File: config.mk
export PLATFORM = sky130hd
export DESIGN_NAME = decode_stage
export DESIGN_NICKNAME = d
export VERILOG_FILES = /design/src/rtl/decode_stage.sv
export SDC_FILE = /design/constraint.sdc
export NUM_CORES = 1
export LEC_CHECK = 0
export CAP_MARGIN = 20
export CORE_MARGIN = 5
export CORE_UTILIZATION = 43
export CTS_CLUSTER_SIZE = 28
export DETAILED_ROUTE_END_ITERATION = 8
export PLACE_DENSITY = 0.64
export SETUP_SLACK_MARGIN = 0.3
export SLEW_MARGIN = 25
export SYNTH_ARGS = -nofsm -noshare
export SYNTH_HDL_FRONTEND = slang
export SYNTH_SLANG_ARGS = --single-unit
File: constraint.sdc
create_clock -name clk -period 2.6 [get_ports clk]
set_input_delay 0.39 -clock clk [delete_from_list [all_inputs] [get_ports clk]]
set_output_delay 0.39 -clock clk [all_outputs]
set_load 0.05 [all_outputs]
File: src/rtl/decode_stage.sv
// rtl/decode_stage.sv - instruction decode stage with register file, hazard stall, flush and halt FSM
module decode_stage #(
  parameter int DATA_W = 32,
  parameter int PC_W   = 16,
  parameter int NREGS  = 8
) (
  input  logic              clk,
  input  logic              rst,
  input  logic              if_valid,
  input  logic [15:0]       inst,
  input  logic [PC_W-1:0]   pc,
  input  logic [PC_W-1:0]   pc_plus1,
  input  logic              ex_stall,
  input  logic              flush,
  input  logic              wb_en,
  input  logic [2:0]        wb_reg,
  input  logic [DATA_W-1:0] wb_data,
  output logic              id_stall,
  output logic [PC_W-1:0]   next_pc,
  output logic              ex_valid,
  output logic [15:0]       ex_inst,
  output logic [PC_W-1:0]   ex_pc,
  output logic [DATA_W-1:0] ex_a,
  output logic [DATA_W-1:0] ex_b,
  output logic [2:0]        ex_rd,
  output logic              ex_we,
  output logic [3:0]        ex_alu_ctrl,
  output logic              ex_imm_a,
  output logic              ex_imm_b,
  output logic              ex_branch,
  output logic              ex_jump,
  output logic              ex_memread,
  output logic              ex_memwrite,
  output logic              ex_pixel_en,
  output logic              ex_pixel_val,
  output logic              ex_int_done,
  output logic              ex_halt,
  output logic              halted
);

  typedef enum logic [0:0] {RUN, HALT} state_t;

  typedef struct packed {
    logic              valid;
    logic [15:0]       inst;
    logic [PC_W-1:0]   pc;
    logic [DATA_W-1:0] a;
    logic [DATA_W-1:0] b;
    logic [2:0]        rd;
    logic              we;
    logic [3:0]        alu_ctrl;
    logic              imm_a;
    logic              imm_b;
    logic              branch;
    logic              jump;
    logic              memread;
    logic              memwrite;
    logic              pixel_en;
    logic              pixel_val;
    logic              int_done;
    logic              halt;
  } idex_t;

  state_t            state_q, state_d;
  idex_t             idex_q, idex_d;
  idex_t             dec;
  logic [DATA_W-1:0] regs_q [NREGS];

  logic [3:0]        op;
  logic [2:0]        rs1, rs2;
  logic              use_rs1, use_rs2;
  logic              wb_hit1, wb_hit2;
  logic              hazard;
  logic              accept;

  // Field extraction, control decode and bypassed operand read for the instruction in ID
  always_comb begin
    op      = inst[15:12];
    rs1     = inst[14] ? inst[11:9] : inst[5:3];
    rs2     = inst[8:6];
    use_rs1 = 1'b0;
    use_rs2 = 1'b0;
    dec     = '0;

    dec.valid     = 1'b1;
    dec.inst      = inst;
    dec.pc        = pc;
    dec.rd        = inst[11:9];
    dec.we        = inst[15] | (op == 4'b0110);
    dec.imm_a     = (op == 4'b0111) | (op == 4'b1000);
    dec.imm_b     = inst[15] & inst[14];
    dec.branch    = (op == 4'b0010);
    dec.jump      = (op == 4'b0100);
    dec.memread   = (op == 4'b1000);
    dec.memwrite  = (op == 4'b0111);
    dec.pixel_en  = (op == 4'b0101);
    dec.pixel_val = inst[0];
    dec.int_done  = (op == 4'b0011);
    dec.halt      = (op == 4'b0000);

    case (op)
      4'b1100: dec.alu_ctrl = 4'b0000;
      4'b1101: dec.alu_ctrl = 4'b0001;
      4'b1110: dec.alu_ctrl = 4'b0010;
      4'b1111: dec.alu_ctrl = 4'b0011;
      4'b1011: dec.alu_ctrl = (inst[2:0] == 3'b000) ? 4'b1000 : {1'b0, inst[2:0]};
      4'b1010: dec.alu_ctrl = {1'b1, inst[2:0]};
      default: dec.alu_ctrl = 4'b1111;
    endcase

    // Which source fields the opcode really reads; only these can create a load-use hazard
    case (op)
      4'b0010, 4'b0111, 4'b1010, 4'b1011: begin
        use_rs1 = 1'b1;
        use_rs2 = 1'b1;
      end
      4'b0100, 4'b0101, 4'b0110, 4'b1000,
      4'b1100, 4'b1101, 4'b1110, 4'b1111: use_rs1 = 1'b1;
      default: ;
    endcase

    wb_hit1 = wb_en && (wb_reg == rs1) && (int'(wb_reg) < NREGS);
    wb_hit2 = wb_en && (wb_reg == rs2) && (int'(wb_reg) < NREGS);

    if (wb_hit1)                 dec.a = wb_data;
    else if (int'(rs1) < NREGS)  dec.a = regs_q[rs1];
    if (wb_hit2)                 dec.b = wb_data;
    else if (int'(rs2) < NREGS)  dec.b = regs_q[rs2];
  end

  // Load-use hazard against the load currently sitting in ID/EX
  always_comb begin
    hazard = idex_q.valid && idex_q.memread && if_valid &&
             ((use_rs1 && (idex_q.rd == rs1)) || (use_rs2 && (idex_q.rd == rs2)));
  end

  // ID/EX next value and fetch stall; ex_stall wins over everything, then halt, flush, empty fetch, hazard
  always_comb begin
    idex_d   = '0;
    id_stall = 1'b0;
    accept   = 1'b0;
    if (ex_stall) begin
      idex_d   = idex_q;
      id_stall = 1'b1;
    end else if (state_q == HALT) begin
      id_stall = 1'b1;
    end else if (flush || !if_valid) begin
      id_stall = 1'b0;
    end else if (hazard) begin
      id_stall = 1'b1;
    end else begin
      idex_d = dec;
      accept = 1'b1;
    end
    if (rst) begin
      id_stall = 1'b0;
    end
    next_pc = (id_stall || (state_q == HALT) || (accept && dec.halt)) ? pc : pc_plus1;
  end

  // Halt FSM next state: a halt accepted into ID/EX locks the stage until reset
  always_comb begin
    state_d = state_q;
    case (state_q)
      RUN:     if (accept && dec.halt) state_d = HALT;
      HALT:    state_d = HALT;
      default: state_d = RUN;
    endcase
  end

  // State and ID/EX pipeline register
  always_ff @(posedge clk) begin
    if (rst) begin
      state_q <= RUN;
      idex_q  <= '0;
    end else begin
      state_q <= state_d;
      idex_q  <= idex_d;
    end
  end

  // Register file write port, live in every state including HALT
  always_ff @(posedge clk) begin
    for (int i = 0; i < NREGS; i++) begin
      if (rst) begin
        regs_q[i] <= '0;
      end else if (wb_en && (int'(wb_reg) == i)) begin
        regs_q[i] <= wb_data;
      end
    end
  end

  assign ex_valid     = idex_q.valid;
  assign ex_inst      = idex_q.inst;
  assign ex_pc        = idex_q.pc;
  assign ex_a         = idex_q.a;
  assign ex_b         = idex_q.b;
  assign ex_rd        = idex_q.rd;
  assign ex_we        = idex_q.we;
  assign ex_alu_ctrl  = idex_q.alu_ctrl;
  assign ex_imm_a     = idex_q.imm_a;
  assign ex_imm_b     = idex_q.imm_b;
  assign ex_branch    = idex_q.branch;
  assign ex_jump      = idex_q.jump;
  assign ex_memread   = idex_q.memread;
  assign ex_memwrite  = idex_q.memwrite;
  assign ex_pixel_en  = idex_q.pixel_en;
  assign ex_pixel_val = idex_q.pixel_val;
  assign ex_int_done  = idex_q.int_done;
  assign ex_halt      = idex_q.halt;
  assign halted       = (state_q == HALT);

endmodule

==> results.md, run 1 <==
• **outcome** finished with violations
• **violations in the final reports** setup timing
• **sequential share of the synthesized area** 54.2%
• **antenna violations before repair** 5
• **reg2reg end** ex_pixel_en
• **total wire length** 58.6 mm
• **Final Worst Setup Slack** -0.0498 ns
• **Main synth FF type** edfxtp_1
• **class of the tightest hold or removal check** in2reg
• **worst hold stages** 3
• **Fmax** 377 MHz
• **sequential share of power** 44.9%
• **Std-Cell Core Area** 42000 sq um
• **busiest grt layer** met2
• **post-route clock period utilization** 102%
• **I/O pin count** 222
• **residual DRC count** 0
• **area overhead of the layout relative to synthesis** 32.2%
• **asr flop ratio synth** 0%
• **Final Net Count** 1885
• **number of nets with antenna violations after routing** 0
• **utilization of the core after routing** 57.6%
• **via count of the first global-routing pass** 13800
• **clk_lat worst skew** 0.56 ns
• **Post-synth EDFFs** 256
• **number of cells on the worst reg-to-reg path** 11
• **data arrival time of the critical path** 2.26 ns
• **HP Start** inst[10]
• **wire length of the first global-routing pass** 87.8 mm
• **weighted congestion reported at the end of routability-driven placement** 0.864
• **Detail Placement HPWL** 35.4 mm
• **clock-pin slew on the worst setup and hold paths** 0.06 ns
• **Worst Path Required** 2.21 ns
• **total global-route track usage** 24.4%
• **combinational power share** 16.4%
• **Initial Utilization** 43.6%
• **number of buffers added on ports** 221
• **R2R setup slack** 0.31 ns
• **number of cells produced by synthesis** 1528
• **Bufs on Longest Clock Path** 3
• **pin slew with the least headroom to its limit** 0.779 ns
• **Worst setup SP type** flop
• **final-layout fill cell count** 3375
• **met3 Usage GRT** 4.20%
• **max-slew violation count** 0
• **clock skew after layout** 0.0196 ns
• **Slew Limit Headroom** 48.0%
• **Finish-stage setup viols** 16
• **Final Hold Slack** 0.319 ns
• **switching power summed over all nets** 3.90 mW
• **number of nets produced by synthesis** 1617
• **count of different cell masters after synthesis** 48
• **Critical Path End Type** output pin
• **overall die width** 216 um
• **classification of the worst setup path** reg2out
• **peak ir drop on the vdd network** 0.388 mV
• **number of storage elements in the synthesis netlist** 368
• **max capacitance violation total** 0
• **instance area after placement** 22500 sq um
• **power consumption** 15.0 mW
• **deepest level of the CTS H-tree** 2
• **clock share of power** 38.7%
• **Remaining Overflow, GRT** 0
• **DRT Pass-1 Iters** 5
• **worst-case hold path end point** ex_inst[10]
• **maximum fanout along the worst path** 17
• **setup repair after global routing missed its margin** true
• **Final Cell Area** 24200 sq um
• **mean post-synth cell area** 12.0 sq um
• **P per Cell Area** 621 nW/um^2
• **maximum number of pins on one net before global-route repair** 91
• **number of clock sinks** 368
• **routed len/inst** 24.7 um
• **area enclosed by the die boundary** 46800 sq um
• **FF-to-FF Start** ex_valid
• **vias per inst** 5.88
• **standard-cell row count** 75
• **share of post-route cells with drive strength above 1** 19.3%
• **vertical die dimension** 216 um
• **CTS tree** yes
• **total clock buffers created by CTS** 40
• **switching share of power** 25.9%
• **clock root buffer master** clkbuf_16
• **met2 track demand over resource in global routing** 41.1%
• **min Tclk post-route** 2.65 ns
• **GR met1 Demand/Resource** 33.2%
• **Static Leak** 9.21 nW
• **initial drt markers** 1282
• **internal power** 11.1 mW
• **total vias in the final route** 13900
• **total of hold buffers inserted after clock tree synthesis** 0
• **yosys warns** 0
• **count of final hold-check violations** 0
• **cell area after synthesis** 18300 sq um
-- flip-flops by register name, indices dropped and copies added, names as in the netlist --
name         cells
regs_q         256
ex_a            32
ex_b            32
ex_inst         16
ex_pc           16
ex_alu_ctrl      4
ex_branch        1
ex_halt          1
ex_imm_a         1
ex_imm_b         1
ex_int_done      1
ex_jump          1
ex_memread       1
ex_memwrite      1
ex_pixel_en      1
ex_valid         1
ex_we            1
halted           1
-- per-stage QoR --
stage	setup slack [ns]	TNS, ns	instances
finish	-0.0498	-0.543	2370
global route	-0.130	-1.79	2370
CTS	-0.0414	-0.173	2359
detailed placement	-0.285	-11.55	2271
global placement	-0.250	-8.21	2271
floorplan	-0.157	-29.37	1528
-- cell usage after synthesis, types with 2 or more instances --
cell	count	area [sq um]
a21oi_1	19	95.1
a22o_1	35	307
a311oi_1	2	17.5
a31oi_1	3	18.8
a32o_1	6	60.1
a32oi_1	2	17.5
and2_1	257	1610
and3_1	18	113
buf_1	5	18.8
buf_2	36	180
buf_4	7	52.6
clkbuf_1	78	293
clkbuf_2	3	15.0
dfxtp_1	112	2240
edfxtp_1	256	7690
mux2i_1	162	1620
mux4_2	64	1440
nand2_1	107	402
nand2b_1	6	37.5
nand3_1	18	90.1
nand4_1	18	113
nor2_1	48	180
nor2b_1	6	37.5
nor3_1	36	180
nor4b_2	2	30.0
o211ai_1	16	120
o21ai_0	73	365
o21bai_1	6	45.0
o22ai_1	65	407
o31ai_1	32	240
or2_2	2	12.5
xnor2_1	9	78.8
xor2_1	4	35.0
-- cell usage in the layout (no fill, tap or decap), types with 32 or more instances in the layout --
master,n
a22o_1,35
and2_1,257
buf_12,60
buf_4,89
clkbuf_16,43
clkdlybuf4s50_1,187
dfxtp_1,106
edfxtp_1,256
mux2i_1,160
mux4_2,64
nand2_1,107
nor2_1,48
nor3_1,33
o21ai_0,71
o22ai_1,65
o31ai_1,32
-- worst max-delay path by stage --
stage                     depth (start not counted)  slack, ns   startpoint            to
after global routing                              8      -0.13     ex_valid   next_pc[14]
after detailed placement                         10      -0.29     inst[14]      ex_a[17]
after floorplan                                   3      -0.16    wb_reg[0]  regs_q[3][0]
after global placement                           10      -0.25     inst[14]      ex_a[17]
final                                             8      -0.05     ex_valid    next_pc[8]
after CTS                                         6      -0.04  ex_inst[10]    next_pc[8]
-- power by group through the flow --
stage	registers, mW	clock network [mW]	logic [mW]
6_report	6.75	5.82	2.47
5_1_grt	6.78	6.17	2.61
4_1_cts	6.75	5.94	2.46
3_5_place_dp	6.87	0	2.43
3_3_place_gp	6.85	0	2.41
2_1_floorplan	7.00	0	1.21
-- critical path, cell delays in order (launching register included) --
cell and delay, ns:
dfxtp_4 0.36, nand3_4 0.09, a311oi_4 0.33, buf_4 0.17
nand4_1 0.14, buf_12 0.20, nand4_1 0.14, nand3_4 0.10
buf_12 0.16
-- cell families (layout without fill, tap and decap cells) --
family                 Yosys count  after routing  synth area share [%]
AND/OR/NAND/NOR                525            525                  15.8
flip-flops                     368            368                  54.2
AO/OA/AOI/OAI                  263            263                  9.43
multiplexers                   227            227                  16.8
buffers and inverters          132            432                  3.15
XOR/XNOR                        13             13                 0.621
other                            0              3                     0
-- timing repair --
item | in CTS | in global routing
gates cloned | 0 | 1
resized for setup | 41 | 14
pin swaps | 9 | 60
endpoints found under the setup margin | 17 | 19
setup buffers | 14 | 7
-- area by class of cell --
cell class                      instances  area, sq um  area share [%]
Sequential cell                       368         9950            41.1
Multi-Input combinational cell       1028         8280            34.2
Timing Repair Buffer                  356         3950            16.3
Clock buffer                           52         1130            4.66
Tap cell                              539          674            2.78
Clock inverter                         22          223           0.919
Inverter                                2         12.5          0.0517
Antenna cell                            3         7.51          0.0310
-- routing by layer --
layer / up-vias / wire length (um)
met5: - / 11
met4: 2 / 1020
met3: 86 / 4550
met2: 635 / 28400
met1: 6937 / 24600
li1: 6264 / -
(Power assumes the default switching activity.)
==> run 2: changes to the inputs <==
- ABC_AREA: not set -> 0
- RECOVER_POWER: not set -> 50
==> results.md, run 2 (synthesized netlist as in run 1, its figures left out) <==
• **outcome** finished with violations
• **violations in the final reports** setup timing
• **number of clock sinks** 368
• **count of final hold-check violations** 0
• **Final Net Count** 1885
• **Initial Utilization** 43.6%
• **initial drt markers** 1345
• **area enclosed by the die boundary** 46800 sq um
• **vias per inst** 5.88
• **DRT Pass-1 Iters** 5
• **share of post-route cells with drive strength above 1** 18.8%
• **vertical die dimension** 216 um
• **HP Start** inst[10]
• **residual DRC count** 0
• **post-place setup slack** -0.285 ns
• **footprint of the multi-input gates** 8270 sq um
• **number of flip-flops in the largest register** 256
• **Finish-stage setup viols** 16
• **I/O pin count** 222
• **FF-to-FF Start** ex_valid
• **data arrival time of the critical path** 2.27 ns
• **P per Cell Area** 624 nW/um^2
• **maximum fanout along the worst path** 17
• **max capacitance violation total** 0
• **total global-route track usage** 24.4%
• **clock root buffer master** clkbuf_16
• **weighted congestion reported at the end of routability-driven placement** 0.864
• **classification of the worst setup path** reg2out
• **instance area after placement** 22500 sq um
• **deepest level of the CTS H-tree** 2
• **total wire length** 58.7 mm
• **utilization of the core after routing** 57.2%
• **wire length of the first global-routing pass** 87.8 mm
• **Final Cell Area** 24000 sq um
• **most common cell after layout, fill and taps aside** edfxtp_1
• **Slew Limit Headroom** 11.8%
• **area overhead of the layout relative to synthesis** 31.2%
• **Worst setup SP type** flop
• **class of the tightest hold or removal check** in2reg
• **Final Worst Setup Slack** -0.0572 ns
• **number of nets with antenna violations after routing** 0
• **number of buffers added on ports** 221
• **Fmax** 376 MHz
• **via count of the first global-routing pass** 13800
• **Remaining Overflow, GRT** 0
• **clock-pin slew on the worst setup and hold paths** 0.06 ns
• **Std-Cell Core Area** 42000 sq um
• **worst stage delay on the critical path** 0.36 ns
• **start point of the critical path** ex_valid
• **max-slew violation count** 0
• **total vias in the final route** 13900
• **CTS tree** yes
• **Worst Path Required** 2.21 ns
• **total of hold buffers inserted after clock tree synthesis** 0
• **most used cells in the layout excluding fill and tap cells** 256 x edfxtp_1, 218 x and2_1, 186 x clkdlybuf4s50_1
• **min Tclk post-route** 2.66 ns
• **maximum number of pins on one net before global-route repair** 91
• **clk_lat worst skew** 0.56 ns
• **peak ir drop on the vdd network** 0.393 mV
• **total clock buffers created by CTS** 40
• **antenna violations before repair** 5
• **slowest library cell on the worst path** dfxtp_4
• **routed len/inst** 24.8 um
• **setup repair after global routing missed its margin** true
• **sequence of cells on the critical path** nand3_4 -> a311oi_4 -> buf_4 -> nand4_1 -> buf_12 -> nand4_1 -> nand3_4 -> buf_12
• **final-layout fill cell count** 3403
• **Critical Path End Type** output pin
• **clock skew after layout** 0.0226 ns
• **overall die width** 216 um
• **Detail Placement HPWL** 35.4 mm
• **area taken by flip-flops and latches** 9950 sq um
• **largest register by flop count** regs_q
• **Final Hold Slack** 0.315 ns
• **Static Leak** 9.09 nW
• **standard-cell row count** 75
• **post-route clock period utilization** 102%
• **pin slew with the least headroom to its limit** 1.32 ns
• **Bufs on Longest Clock Path** 3
run 2: worst paths after layout:
path,slack [ns],to,cells after the start
worst min register to register,0.45,ex_inst[14],2
worst max-delay path,-0.06,next_pc[8],8
worst max register to register,0.30,ex_pixel_en,11
worst min-delay path,0.32,ex_inst[10],3
run 2: layer usage:
metal | vias up | wire [um] | track usage, % | part of all wire [%]
li1 | 6261 | - | - | -
met1 | 6973 | 24700 | 33.2 | 42
met2 | 615 | 28500 | 41.1 | 49
met3 | 74 | 4570 | 4.20 | 7.8
met4 | 2 | 921 | 5.85 | 1.6
met5 | - | 11 | 0 | 0.019
run 2: worst max-delay path, delay by kind of cell, from the launching register on:
family,cells,cell delay [ns]
buf+inv,3,0.53
compound gates,1,0.34
simple gates,4,0.47
flops,1,0.36
run 2: where the power goes:
group          total (mW)  internal [mW]  switching, mW
logic                2.43           1.06           1.37
clock network        5.83           3.47           2.36
registers            6.76           6.59          0.164
total                15.0           11.1           3.90
run 2: final cells by class:
type,instances,area share [%]
Sequential cell,368,41.4
Multi-Input combinational cell,1028,34.4
Timing Repair Buffer,356,15.7
Clock buffer,52,4.69
Tap cell,539,2.81
Clock inverter,22,0.926
Inverter,2,0.0520
Antenna cell,3,0.0312
run 2: stage by stage:
step	power, mW	TNS [ns]	cells
after floorplan	8.21	-29.37	1528
after global placement	9.27	-8.21	2271
after detailed placement	9.30	-11.55	2271
after CTS	15.1	-0.173	2359
after global routing	15.5	-1.79	2370
final	15.0	-0.638	2370
run 2: timing repair:
| action | in CTS | in global routing |
|---|---|---|
| pin swaps | 9 | 60 |
| setup endpoints to repair | 17 | 19 |
| resized for setup | 41 | 14 |
| buffers inserted | 14 | 7 |
| gates cloned | 0 | 1 |
==> run 3: changes to the inputs <==
- CORE_MARGIN: 5 -> not set
==> results.md, run 3 (synthesized netlist as in run 1, its figures left out) <==
• **P per Cell Area** 627 nW/um^2
• **clock-pin slew on the worst setup and hold paths** 0.06 ns
• **area enclosed by the die boundary** 43400 sq um
• **initial drt markers** 1178
• **Static Leak** 9.06 nW
• **total vias in the final route** 13800
• **CTS tree** yes
• **number of clock sinks** 368
• **Finish-stage setup viols** 16
• **worst hold stages** 2
• **overall die width** 208 um
• **number of nets with antenna violations after routing** 0
• **routed len/inst** 23.9 um
• **data arrival time of the critical path** 2.26 ns
• **weighted congestion reported at the end of routability-driven placement** 0.840
• **standard-cell row count** 75
• **wire length of the first global-routing pass** 84.4 mm
• **Critical Path End Type** output pin
• **max-slew violation count** 0
• **reg2reg end** ex_b[12]
• **Final Worst Setup Slack** -0.0489 ns
• **vertical die dimension** 208 um
• **total clock buffers created by CTS** 41
• **share of post-route cells with drive strength above 1** 18.3%
• **critical path capture point** next_pc[2]
• **deepest level of the CTS H-tree** 2
• **DRT Pass-1 Iters** 5
• **antenna violations before repair** 2
• **via count of the first global-routing pass** 13500
• **setup repair after global routing missed its margin** true
• **start point of the critical path** ex_inst[11]
• **classification of the worst setup path** reg2out
• **vias per inst** 5.89
• **Detail Placement HPWL** 33.2 mm
• **number of flip-flops in the largest register** 256
• **largest register by flop count** regs_q
• **area overhead of the layout relative to synthesis** 31.3%
• **maximum number of pins on one net before global-route repair** 110
• **min Tclk post-route** 2.65 ns
• **Fmax** 378 MHz
• **peak ir drop on the vdd network** 0.381 mV
• **I/O pin count** 222
• **Final Net Count** 1863
• **Std-Cell Core Area** 41900 sq um
• **FF-to-FF Start** ex_inst[11]
• **Worst Path Required** 2.21 ns
• **most used cells in the layout excluding fill and tap cells** 257 x and2_1, 256 x edfxtp_1, 193 x clkdlybuf4s50_1
• **clk_lat worst skew** 0.56 ns
• **violations in the final reports** setup timing
• **pin slew with the least headroom to its limit** 0.841 ns
• **maximum fanout along the worst path** 17
• **post-place setup slack** -0.215 ns
• **outcome** finished with violations
• **total of hold buffers inserted after clock tree synthesis** 0
• **max capacitance violation total** 0
• **power consumption** 15.1 mW
• **class of the tightest hold or removal check** in2reg
• **Bufs on Longest Clock Path** 3
• **clock root buffer master** clkbuf_16
• **number of cells on the worst reg-to-reg path** 8
• **Remaining Overflow, GRT** 0
• **Worst setup SP type** flop
• **total global-route track usage** 25.7%
• **most common cell after layout, fill and taps aside** and2_1
• **Initial Utilization** 43.7%
• **residual DRC count** 0
• **R2R setup slack** 0.51 ns
• **post-route clock period utilization** 102%
• **Slew Limit Headroom** 43.9%
• **utilization of the core after routing** 57.4%
• **count of final hold-check violations** 0
• **number of buffers added on ports** 221
• **setup TNS** -0.458 ns
• **clock skew after layout** 0.0158 ns
• **total wire length** 56.1 mm
==> run 3: how the worst min path moves through the flow <==
stage / from / to
5_1_grt: inst[3] / ex_inst[3]
3_5_place_dp: ex_a[12] / ex_a[12]
6_report: inst[9] / ex_inst[9]
4_1_cts: inst[9] / ex_inst[9]
2_1_floorplan: inst[10] / ex_inst[10]
3_3_place_gp: ex_b[2] / ex_b[2]
==> run 3: layout make-up <==
class / instances / area [sq um]
diodes: 1 / 2.50
clock buffers: 56 / 1180
clock inverters: 19 / 173
fillers: 3412 / 17900
inverters: 2 / 12.5
multi-input cells: 1028 / 8270
flip-flops and latches: 368 / 9950
well taps: 539 / 674
repair buffers: 333 / 3800
==> run 3: critical path: stages (launching register included) <==
cell	delay (ns)
dfxtp_4	0.37
xnor2_2	0.16
nand3_2	0.14
or4_4	0.46
buf_12	0.17
nand4_1	0.12
nand3_2	0.11
buf_12	0.17
==> run 3: metal layers <==
metal	vias up	global-route usage [%]	wire length (um)
li1	6219	-	-
met5	-	0	12
met2	576	42.4	26800
met4	2	7.66	1210
met3	96	3.94	3870
met1	6928	34.9	24200
==> run 3: where the power goes <==
part	switching, mW	internal, mW	leakage [nW]
combinational	1.36	1.09	5.00
sequential	0.167	6.59	3.39
clock	2.38	3.49	0.669
total	3.91	11.2	9.06
==> run 3: per-stage QoR <==
step	hold slack, ns	instance area [sq um]	cells
after global placement	0.435	22500	2265
after detailed placement	0.441	22500	2265
after global routing	0.371	24100	2346
after floorplan	0.516	18500	1528
after CTS	0.354	24000	2345
final	0.362	24100	2346
==> run 3: what timing repair did <==
action | in CTS | in global routing
gates resized for setup | 29 | 10
pin swaps | 6 | 3
setup buffers | 5 | 0
endpoints found under the setup margin | 17 | 17
